`config.mk`:
```
export PLATFORM = sky130hd
export DESIGN_NAME = pixel_write_queue
export DESIGN_NICKNAME = d
export VERILOG_FILES = /design/src/rtl/pixel_write_queue_pkg.sv /design/src/rtl/pixel_write_queue_fifo.sv /design/src/rtl/pixel_write_queue.sv
export SDC_FILE = /design/constraint.sdc
export NUM_CORES = 1
export LEC_CHECK = 0
export ABC_AREA = 1
export BUFFER_PORTS_ARGS = -buffer_cell sky130_fd_sc_hd__buf_2
export CORE_ASPECT_RATIO = 2
export CORE_MARGIN = 3
export CORE_UTILIZATION = 45
export DETAILED_ROUTE_END_ITERATION = 12
export GPL_ROUTABILITY_DRIVEN = 0
export PLACE_DENSITY = 0.71
export REMOVE_ABC_BUFFERS = 1
export SYNTH_ARGS = -nofsm -noshare
export SYNTH_HDL_FRONTEND = slang
export SYNTH_HIERARCHICAL = 1
export SYNTH_SLANG_ARGS = --single-unit
```
`constraint.sdc`:
```
create_clock -name Clock -period 3 [get_ports Clock]
set_input_delay 0.6 -clock Clock [delete_from_list [all_inputs] [get_ports Clock]]
set_output_delay 0.6 -clock Clock [all_outputs]
set_load 0.01 [all_outputs]
```
`src/rtl/pixel_write_queue_pkg.sv`:
```
// Shared constants, types and address helper for the pixel write queue and sprite drawers.
package pixel_write_queue_pkg;

    localparam int unsigned SCREEN_W = 160;
    localparam int unsigned SCREEN_H = 120;
    localparam int unsigned FB_AW    = 15;
    localparam int unsigned COLOR_W  = 9;
    localparam int unsigned X_W      = 8;
    localparam int unsigned Y_W      = 7;

    // Colour the drawers treat as transparent (never plotted)
    localparam logic [COLOR_W-1:0] TRANSPARENT_COLOR = 9'b100101110;

    typedef enum logic {
        IDLE  = 1'b0,
        ISSUE = 1'b1
    } wr_state_e;

    typedef struct packed {
        logic [FB_AW-1:0]   addr;
        logic [COLOR_W-1:0] color;
    } fb_entry_t;

    // Linear address Y*160+X built from shifts, truncated to FB_AW bits
    function automatic logic [FB_AW-1:0] pixel_addr(input logic [X_W-1:0] x,
                                                    input logic [Y_W-1:0] y);
        return (FB_AW'(y) << 7) + (FB_AW'(y) << 5) + FB_AW'(x);
    endfunction

endpackage

```
`src/rtl/pixel_write_queue_fifo.sv`:
```
// Synchronous FIFO of framebuffer entries; exposes head and the entry behind it.
module pixel_fifo
    import pixel_write_queue_pkg::*;
#(
    parameter int unsigned DEPTH = 8
) (
    input  logic                     clk,
    input  logic                     rst,
    input  logic                     push_i,
    input  fb_entry_t                wr_data_i,
    input  logic                     pop_i,
    output fb_entry_t                head_o,
    output fb_entry_t                head_next_o,
    output logic [$clog2(DEPTH):0]   count_o,
    output logic                     full_o,
    output logic                     empty_o
);

    localparam int unsigned AW = $clog2(DEPTH);
    localparam int unsigned CW = AW + 1;

    fb_entry_t         mem_q [DEPTH];
    fb_entry_t         mem_d [DEPTH];
    logic [AW-1:0]     wr_ptr_q, wr_ptr_d;
    logic [AW-1:0]     rd_ptr_q, rd_ptr_d;
    logic [AW-1:0]     rd_ptr_nx;
    logic [CW-1:0]     count_q, count_d;
    logic              full_q, full_d;
    logic              empty_q, empty_d;
    logic              push_ok;
    logic              pop_ok;

    // Pointer, occupancy and storage next-state
    always_comb begin
        mem_d     = mem_q;
        wr_ptr_d  = wr_ptr_q;
        rd_ptr_d  = rd_ptr_q;
        count_d   = count_q;
        push_ok   = push_i && !full_q;
        pop_ok    = pop_i && !empty_q;
        rd_ptr_nx = AW'(rd_ptr_q + AW'(1));

        if (push_ok) begin
            mem_d[wr_ptr_q] = wr_data_i;
            wr_ptr_d        = AW'(wr_ptr_q + AW'(1));
        end
        if (pop_ok) begin
            rd_ptr_d = rd_ptr_nx;
        end

        case ({push_ok, pop_ok})
            2'b10:   count_d = CW'(count_q + CW'(1));
            2'b01:   count_d = CW'(count_q - CW'(1));
            default: count_d = count_q;
        endcase

        full_d  = (count_d == CW'(DEPTH));
        empty_d = (count_d == CW'(0));
    end

    // Entry storage (data only, not reset)
    always_ff @(posedge clk) begin
        mem_q <= mem_d;
    end

    // Control state with synchronous reset
    always_ff @(posedge clk) begin
        if (rst) begin
            wr_ptr_q <= '0;
            rd_ptr_q <= '0;
            count_q  <= '0;
            full_q   <= 1'b0;
            empty_q  <= 1'b1;
        end else begin
            wr_ptr_q <= wr_ptr_d;
            rd_ptr_q <= rd_ptr_d;
            count_q  <= count_d;
            full_q   <= full_d;
            empty_q  <= empty_d;
        end
    end

    assign head_o      = mem_q[rd_ptr_q];
    assign head_next_o = mem_q[rd_ptr_nx];
    assign count_o     = count_q;
    assign full_o      = full_q;
    assign empty_o     = empty_q;

endmodule

```
`src/rtl/pixel_write_queue.sv`:
```
// Pixel write queue: buffers plotted pixels and drains them into the framebuffer port.
// Optional PIXEL_CLIP_EN discards pixels outside the visible screen.
module pixel_write_queue
    import pixel_write_queue_pkg::*;
#(
    parameter int unsigned DEPTH = 8
) (
    input  logic                     Clock,
    input  logic                     Reset,
    input  logic [X_W-1:0]           X,
    input  logic [Y_W-1:0]           Y,
    input  logic [COLOR_W-1:0]       Color,
    input  logic                     Plot,
    input  logic                     ClearOverflow,
    input  logic                     FbBusy,
    output logic [FB_AW-1:0]         FbAddress,
    output logic [COLOR_W-1:0]       FbData,
    output logic                     FbWrite,
    output logic                     Full,
    output logic                     Empty,
    output logic [$clog2(DEPTH):0]   Count,
    output logic                     Overflow
);

    localparam int unsigned CW = $clog2(DEPTH) + 1;

    wr_state_e            state_q, state_d;
    logic [FB_AW-1:0]     fb_addr_q, fb_addr_d;
    logic [COLOR_W-1:0]   fb_data_q, fb_data_d;
    logic                 fb_write_q, fb_write_d;
    logic                 overflow_q, overflow_d;

    logic                 in_range;
    logic                 push;
    logic                 pop;
    logic                 drop;
    fb_entry_t            wr_entry;
    fb_entry_t            head;
    fb_entry_t            head_next;
    logic [CW-1:0]        fifo_count;
    logic                 fifo_full;
    logic                 fifo_empty;

`ifdef PIXEL_CLIP_EN
    assign in_range = (X < X_W'(SCREEN_W)) && (Y < Y_W'(SCREEN_H));
`else
    assign in_range = 1'b1;
`endif

    // Enqueue/drop decision and stored entry
    always_comb begin
        push           = Plot && in_range && !fifo_full;
        drop           = Plot && in_range && fifo_full;
        wr_entry.addr  = pixel_addr(X, Y);
        wr_entry.color = Color;
    end

    pixel_fifo #(
        .DEPTH(DEPTH)
    ) u_fifo (
        .clk         (Clock),
        .rst         (Reset),
        .push_i      (push),
        .wr_data_i   (wr_entry),
        .pop_i       (pop),
        .head_o      (head),
        .head_next_o (head_next),
        .count_o     (fifo_count),
        .full_o      (fifo_full),
        .empty_o     (fifo_empty)
    );

    // Write FSM next-state and registered port values; a drop beats a clear
    always_comb begin
        state_d    = state_q;
        fb_addr_d  = fb_addr_q;
        fb_data_d  = fb_data_q;
        fb_write_d = 1'b0;
        pop        = 1'b0;
        overflow_d = overflow_q;

        if (drop) begin
            overflow_d = 1'b1;
        end else if (ClearOverflow) begin
            overflow_d = 1'b0;
        end

        case (state_q)
            IDLE: begin
                if (!fifo_empty) begin
                    state_d    = ISSUE;
                    fb_addr_d  = head.addr;
                    fb_data_d  = head.color;
                    fb_write_d = 1'b1;
                end
            end
            ISSUE: begin
                fb_write_d = 1'b1;
                if (!FbBusy) begin
                    pop = 1'b1;
                    if (fifo_count > CW'(1)) begin
                        fb_addr_d = head_next.addr;
                        fb_data_d = head_next.color;
                    end else begin
                        state_d    = IDLE;
                        fb_write_d = 1'b0;
                    end
                end
            end
            default: begin
                state_d = IDLE;
            end
        endcase
    end

    // State and output registers with synchronous reset
    always_ff @(posedge Clock) begin
        if (Reset) begin
            state_q    <= IDLE;
            fb_addr_q  <= '0;
            fb_data_q  <= '0;
            fb_write_q <= 1'b0;
            overflow_q <= 1'b0;
        end else begin
            state_q    <= state_d;
            fb_addr_q  <= fb_addr_d;
            fb_data_q  <= fb_data_d;
            fb_write_q <= fb_write_d;
            overflow_q <= overflow_d;
        end
    end

    assign FbAddress = fb_addr_q;
    assign FbData    = fb_data_q;
    assign FbWrite   = fb_write_q;
    assign Full      = fifo_full;
    assign Empty     = fifo_empty;
    assign Count     = fifo_count;
    assign Overflow  = overflow_q;

endmodule

```
==> results of run 1 <==
[critical path, cell delays in order, from the launching register on]
cell     delay, ps
dfxtp_4        580
ha_2           300
xnor2_4        210
buf_4          410
o21ai_0        140
a21oi_1        150
a31oi_1         60
nand2_1        100
nand2_1         50
a21oi_1        180
nor2_1          70
[synth_stat cells, drive strengths merged]
| cell | instances |
|---|---|
| or2 | 2 |
| clkbuf | 32 |
| edfxtp | 192 |
| a21oi | 158 |
| xnor2 | 3 |
| nand2 | 219 |
| inv | 133 |
| dfxtp | 38 |
| and2 | 1 |
| nor2 | 141 |
| buf | 57 |
| nand3 | 37 |
| o21ai | 200 |
| a31oi | 48 |
| fa | 2 |
| nand3b | 2 |
| xor2 | 3 |
| ha | 17 |
| o211ai | 24 |
[area by class of cell]
type | count | area, um^2
Clock inverter | 10 | 87.58
Tap cell | 340 | 425.4
Sequential cell | 230 | 6533
Antenna cell | 2 | 5.005
Timing Repair Buffer | 87 | 553.0
Multi-Input combinational cell | 857 | 4298
Fill cell | 2418 | 12790
Inverter | 133 | 500.5
Clock buffer | 26 | 565.5
[worst max-delay path by stage]
stage,start,to,depth (start not counted)
after detailed placement,X[6],u_fifo/mem_q[117]$_DFFE_PP_,10
after floorplan,u_fifo/rd_ptr_q[0]$_SDFFE_PP0P_,FbAddress[0]$_SDFFE_PP0P_,9
after global placement,X[6],u_fifo/mem_q[117]$_DFFE_PP_,10
final,u_fifo/rd_ptr_q[0]$_SDFFE_PP0P_,FbAddress[7]$_SDFFE_PP0P_,10
after CTS,u_fifo/rd_ptr_q[0]$_SDFFE_PP0P_,FbAddress[7]$_SDFFE_PP0P_,10
after global routing,u_fifo/rd_ptr_q[0]$_SDFFE_PP0P_,FbAddress[11]$_SDFFE_PP0P_,10
[metrics by stage]
stage,util (%),instances,instance area (um^2),setup TNS (ps),total power [mW]
2_1_floorplan,-,1220,11300,-122510,6.613
6_report,50.35,1685,12970,0,10.36
3_5_place_dp,47.79,1647,12310,0,7.791
5_1_grt,50.35,1685,12970,0,10.98
3_3_place_gp,47.79,1647,12310,0,7.716
4_1_cts,50.33,1683,12960,0,10.40
[logic make-up after synthesis]
kind of cell | count (synthesis)
buf+inv | 222
xor+xnor | 6
fa+ha+maj | 19
flops | 230
compound gates | 430
simple gates | 402
[sequential cells by signal (all words and copies together), names as in the netlist]
name and flops:
FbWrite 1, u_fifo/wr_ptr_q 3, u_fifo/count_o 4, u_fifo/mem_q 192
Overflow 1, u_fifo/empty_o 1, u_fifo/rd_ptr_q 3, FbAddress 15
u_fifo/full_o 1, FbData 9
[layer usage]
metal / global-route usage, % / up-vias / wire length (um) / share of wire, %
met4: 10.32 / 0 / 1288 / 4.3
met1: 22.14 / 4388 / 10850 / 36
met3: 2.408 / 88 / 1872 / 6.3
li1: - / 4530 / - / -
met2: 38.29 / 349 / 15880 / 53
met5: 0 / - / 0 / 0
[where the power goes]
| group | total, mW | internal, mW | switching, mW |
|---|---|---|---|
| Clock | 2.60 | 1.44 | 1.17 |
| Combinational | 3.57 | 1.20 | 2.37 |
| Sequential | 4.19 | 3.97 | 0.217 |
==> flow_summary.toml, run 1 <==
[run_status]
status = "completed"

[synthesis]
synthCells = 1309
synth_xor_area_share_pct = 0.6050
synth-simple-area-share_pct = 13.43
ys_seq_area_share_pct = 55.36
synth_cell_types = 31
syn_avg_cell_area_um2 = 9.006
synth_top_cell_area_share_pct = 48.91
netlist_top_cells_area = "edfxtp_1, nand2_1, o21ai_0"
synth-compound-area-share_pct = 20.07
synth_top_family_by_area = "compound AO/OA/AOI/OAI gates"
synthMuxAreaShare_pct = 0
synth_area_um2 = 11790
synth_seq_cells = 230
synthAdderAreaFrac_pct = 2.144
yosys_warnings = 6
yosys.area.top_type = "edfxtp_1"

[sta]
relSlewSlack_pct = 46.71
whs_ps = 332.7
finalHoldViolCount = 0
finalClockSkew_ps = 17.44
post-route-min-period_ps = 2378
fin_ws_ps = 622.3
worst_pin_slew_ps = 799.4
min_period_over_period_pct = 79.26
rsz0062_at_grt = "no"
fmax_mhz = 420.6
setup_viol = 0
slew_violations = 0

[min_path]
hold_end = "Overflow$_SDFFE_PP0P_"
min_from = "ClearOverflow"
hold_path_class = "in2reg"
holdPathStages = 4

[global_routing]
grt_max_degree = 137
antenna_found_initial = 2
track_usage_pct = 20.45
grt_pass1_vias = 9018
grt_pass1_wl_um = 45630
grt_overflow = 0

[routing]
final_antenna_net_count = 0
first_pass_iters = 6
wl_per_cell_um = 17.74
drc = 0
drtIter0Drc = 931
route.vias.total = 9355
viasPerCell = 5.552
drt-total-wl_um = 29890

[power_and_ir_drop]
peakVddDrop_uv = 460.0
power.density_nw_per_um2 = 799.2
p_leak_nw = 5.016

[worst_setup_path]
r2r_cells = 10
end_kind = "register"
reg2reg_from = "u_fifo/rd_ptr_q[0]$_SDFFE_PP0P_"
r2r_end = "FbAddress[7]$_SDFFE_PP0P_"
arrival_ps = 2780
r2r_slack_ps = 620
cp-start-kind = "register"
cp.required_ps = 3400
worstPathMaxFanout = 35
worstSetupPathType = "reg2reg"

[cts]
cts_buffer_depth = 3
clkLatencyLatePin_ps = 520
post_cts_resized = 0
cts_buffers = 20
cts-root-buf = "clkbuf_16"
holdBufCountCts = 0
clk_pin_slew_ps = 70
postCtsSetupBuffers = 0
cts_tree = "built"
cts.sinks = 230
htreeDepth = 1

[placement]
dp_hpwl_um = 17300
dp_worst_setup_slack_ps = 445.7
portBuffers = 60

[final_layout]
layout_common_cells = "nand2_1, edfxtp_1, o21ai_0, a21oi_1, nor2_1"
layout_commonest_cell = "nand2_1"
nets = 1377
layout-drive-gt1-share_pct = 12.21
area_growth_pct = 9.998

[floorplan]
row_count = 83
num_io_pins = 61
start_util_pct = 45.77
die_h_um = 234.9
dieArea_um2 = 28290
die_w_um = 120.5
coreArea_um2 = 25750

[job]
maxCapViolations = 0
(Power assumes the default switching activity.)
==> inputs of run 2 (changes only) <==
==> constraint.sdc (replaced) <==
create_clock -name Clock -period 2.4 [get_ports Clock]
set_input_delay 0.48 -clock Clock [delete_from_list [all_inputs] [get_ports Clock]]
set_output_delay 0.48 -clock Clock [all_outputs]
set_load 0.01 [all_outputs]
==> flow_summary.toml, run 2 (synthesis results as in run 1) <==
[final_layout]
fill_cells = 2385
largest_register = "u_fifo/mem_q"
layout_commonest_cell = "nand2_1"
layout_common_cells = "nand2_1, edfxtp_1, o21ai_0, a21oi_1, nor2_1"
utilization_pct = 51.63
nets = 1394
largest_reg_flops = 192
final_cell_area_um2 = 13300
layout-drive-gt1-share_pct = 13.75
area_growth_pct = 12.79

[global_routing]
grt_overflow = 0
antenna_found_initial = 2
grt_pass1_vias = 9108
grt_pass1_wl_um = 46460
grt_max_degree = 89
track_usage_pct = 20.85

[cts]
cts-root-buf = "clkbuf_16"
cts_buffers = 20
clk_pin_slew_ps = 80
postCtsSetupBuffers = 0
post_cts_resized = 0
cts_tree = "built"
clkLatencyLatePin_ps = 520
cts.sinks = 230
cts_buffer_depth = 3
htreeDepth = 1
holdBufCountCts = 0

[floorplan]
row_count = 83
die_w_um = 120.5
dieArea_um2 = 28290
coreArea_um2 = 25750
num_io_pins = 61
die_h_um = 234.9
start_util_pct = 45.77

[worst_setup_path]
cp.required_ps = 2860
arrival_ps = 2560
cp-start-kind = "register"
worstPathMaxFanout = 23
r2r_cells = 10
r2r_slack_ps = 300
worstSetupPathType = "reg2reg"
reg2reg_from = "u_fifo/rd_ptr_q[0]$_SDFFE_PP0P_"
r2r_end = "FbAddress[0]$_SDFFE_PP0P_"
end_kind = "register"

[power_and_ir_drop]
power.density_nw_per_um2 = 1011
p_leak_nw = 5.174
peakVddDrop_uv = 515.8

[sta]
slew_violations = 0
finalClockSkew_ps = 7.910
fmax_mhz = 476.3
rsz0062_at_grt = "no"
setup-tns-final_ps = 0
worst_pin_slew_ps = 683.9
min_period_over_period_pct = 87.48
whs_ps = 217.7
setup_viol = 0
post-route-min-period_ps = 2100
relSlewSlack_pct = 54.08
finalHoldViolCount = 0

[placement]
placed_area_um2 = 12540
dp_hpwl_um = 18260
portBuffers = 60

[routing]
route.vias.total = 9360
drt-total-wl_um = 29630
drc = 0
dr_wl_met2_um = 16240
drt-met1-wl_um = 10410
routed-wl-met3_um = 1783
final_antenna_net_count = 0
drtIter0Drc = 678
viasPerCell = 5.499
wl_per_cell_um = 17.41
maxUsedRoutingLayer = "met4"
first_pass_iters = 5

[run_status]
status = "completed"

[job]
maxCapViolations = 0

[min_path]
holdPathStages = 4
hold_end = "Overflow$_SDFFE_PP0P_"
min_from = "ClearOverflow"
hold_path_class = "in2reg"
==> run 2: changes by cell type in the layout (fill, tap and decap cells not counted), sizes merged <==
cell,delta
buf,+17
bufinv,+3
clkbuf,-5
clkinv,-3
inv,+5
==> run 2: power breakdown <==
part	internal [mW]	total [mW]	switching [mW]	leakage (nW)
Clock	2.10	3.68	1.58	0.369
Sequential	4.96	5.23	0.266	2.06
Combinational	1.59	4.54	2.96	2.74
==> run 2: final cells by class <==
class / count / area [um^2] / share of cell area (%)
Multi-Input combinational cell: 857 / 4298 / 32.32
Tap cell: 340 / 425.4 / 3.199
Timing Repair Buffer: 104 / 780.7 / 5.872
Sequential cell: 230 / 6533 / 49.13
Clock buffer: 21 / 525.5 / 3.952
Inverter: 133 / 500.5 / 3.764
Antenna cell: 2 / 5.005 / 0.03764
Clock inverter: 15 / 229.0 / 1.722
==> run 2: worst max-delay path by stage <==
stage | start | to | depth (start not counted)
finish | u_fifo/rd_ptr_q[0]$_SDFFE_PP0P_ | FbAddress[0]$_SDFFE_PP0P_ | 10
global route | FbWrite$_SDFF_PP0_ | u_fifo/empty_o$_SDFF_PP1_ | 14
CTS | u_fifo/rd_ptr_q[0]$_SDFFE_PP0P_ | FbAddress[0]$_SDFFE_PP0P_ | 10
detailed placement | X[7] | u_fifo/mem_q[91]$_DFFE_PP_ | 7
global placement | X[6] | u_fifo/mem_q[141]$_DFFE_PP_ | 10
floorplan | u_fifo/rd_ptr_q[0]$_SDFFE_PP0P_ | FbAddress[0]$_SDFFE_PP0P_ | 9
==> run 2: metal layers <==
metal / vias up / global-route usage, %
met3: 72 / 2.601
li1: 4576 / -
met2: 312 / 39.26
met1: 4400 / 22.30
met4: 0 / 10.49
met5: - / 0
==> run 2: critical path: stages, from the launching register on <==
cell	delay, ps
dfxtp_4	400
ha_2	380
buf_4	320
o21ai_0	150
o21ai_0	210
a21oi_1	80
a31oi_1	170
nand2_1	70
nand2_1	100
a21oi_1	40
nor2_1	110
==> run 2: metrics by stage <==
stage / std cells / worst slack [ps] / power [mW]
global route: 1702 / 199.4 / 14.30
global placement: 1664 / 54.57 / 9.730
CTS: 1700 / 312.1 / 13.53
finish: 1702 / 300.4 / 13.45
floorplan: 1220 / -5289 / 8.266
detailed placement: 1664 / 1.056 / 9.851
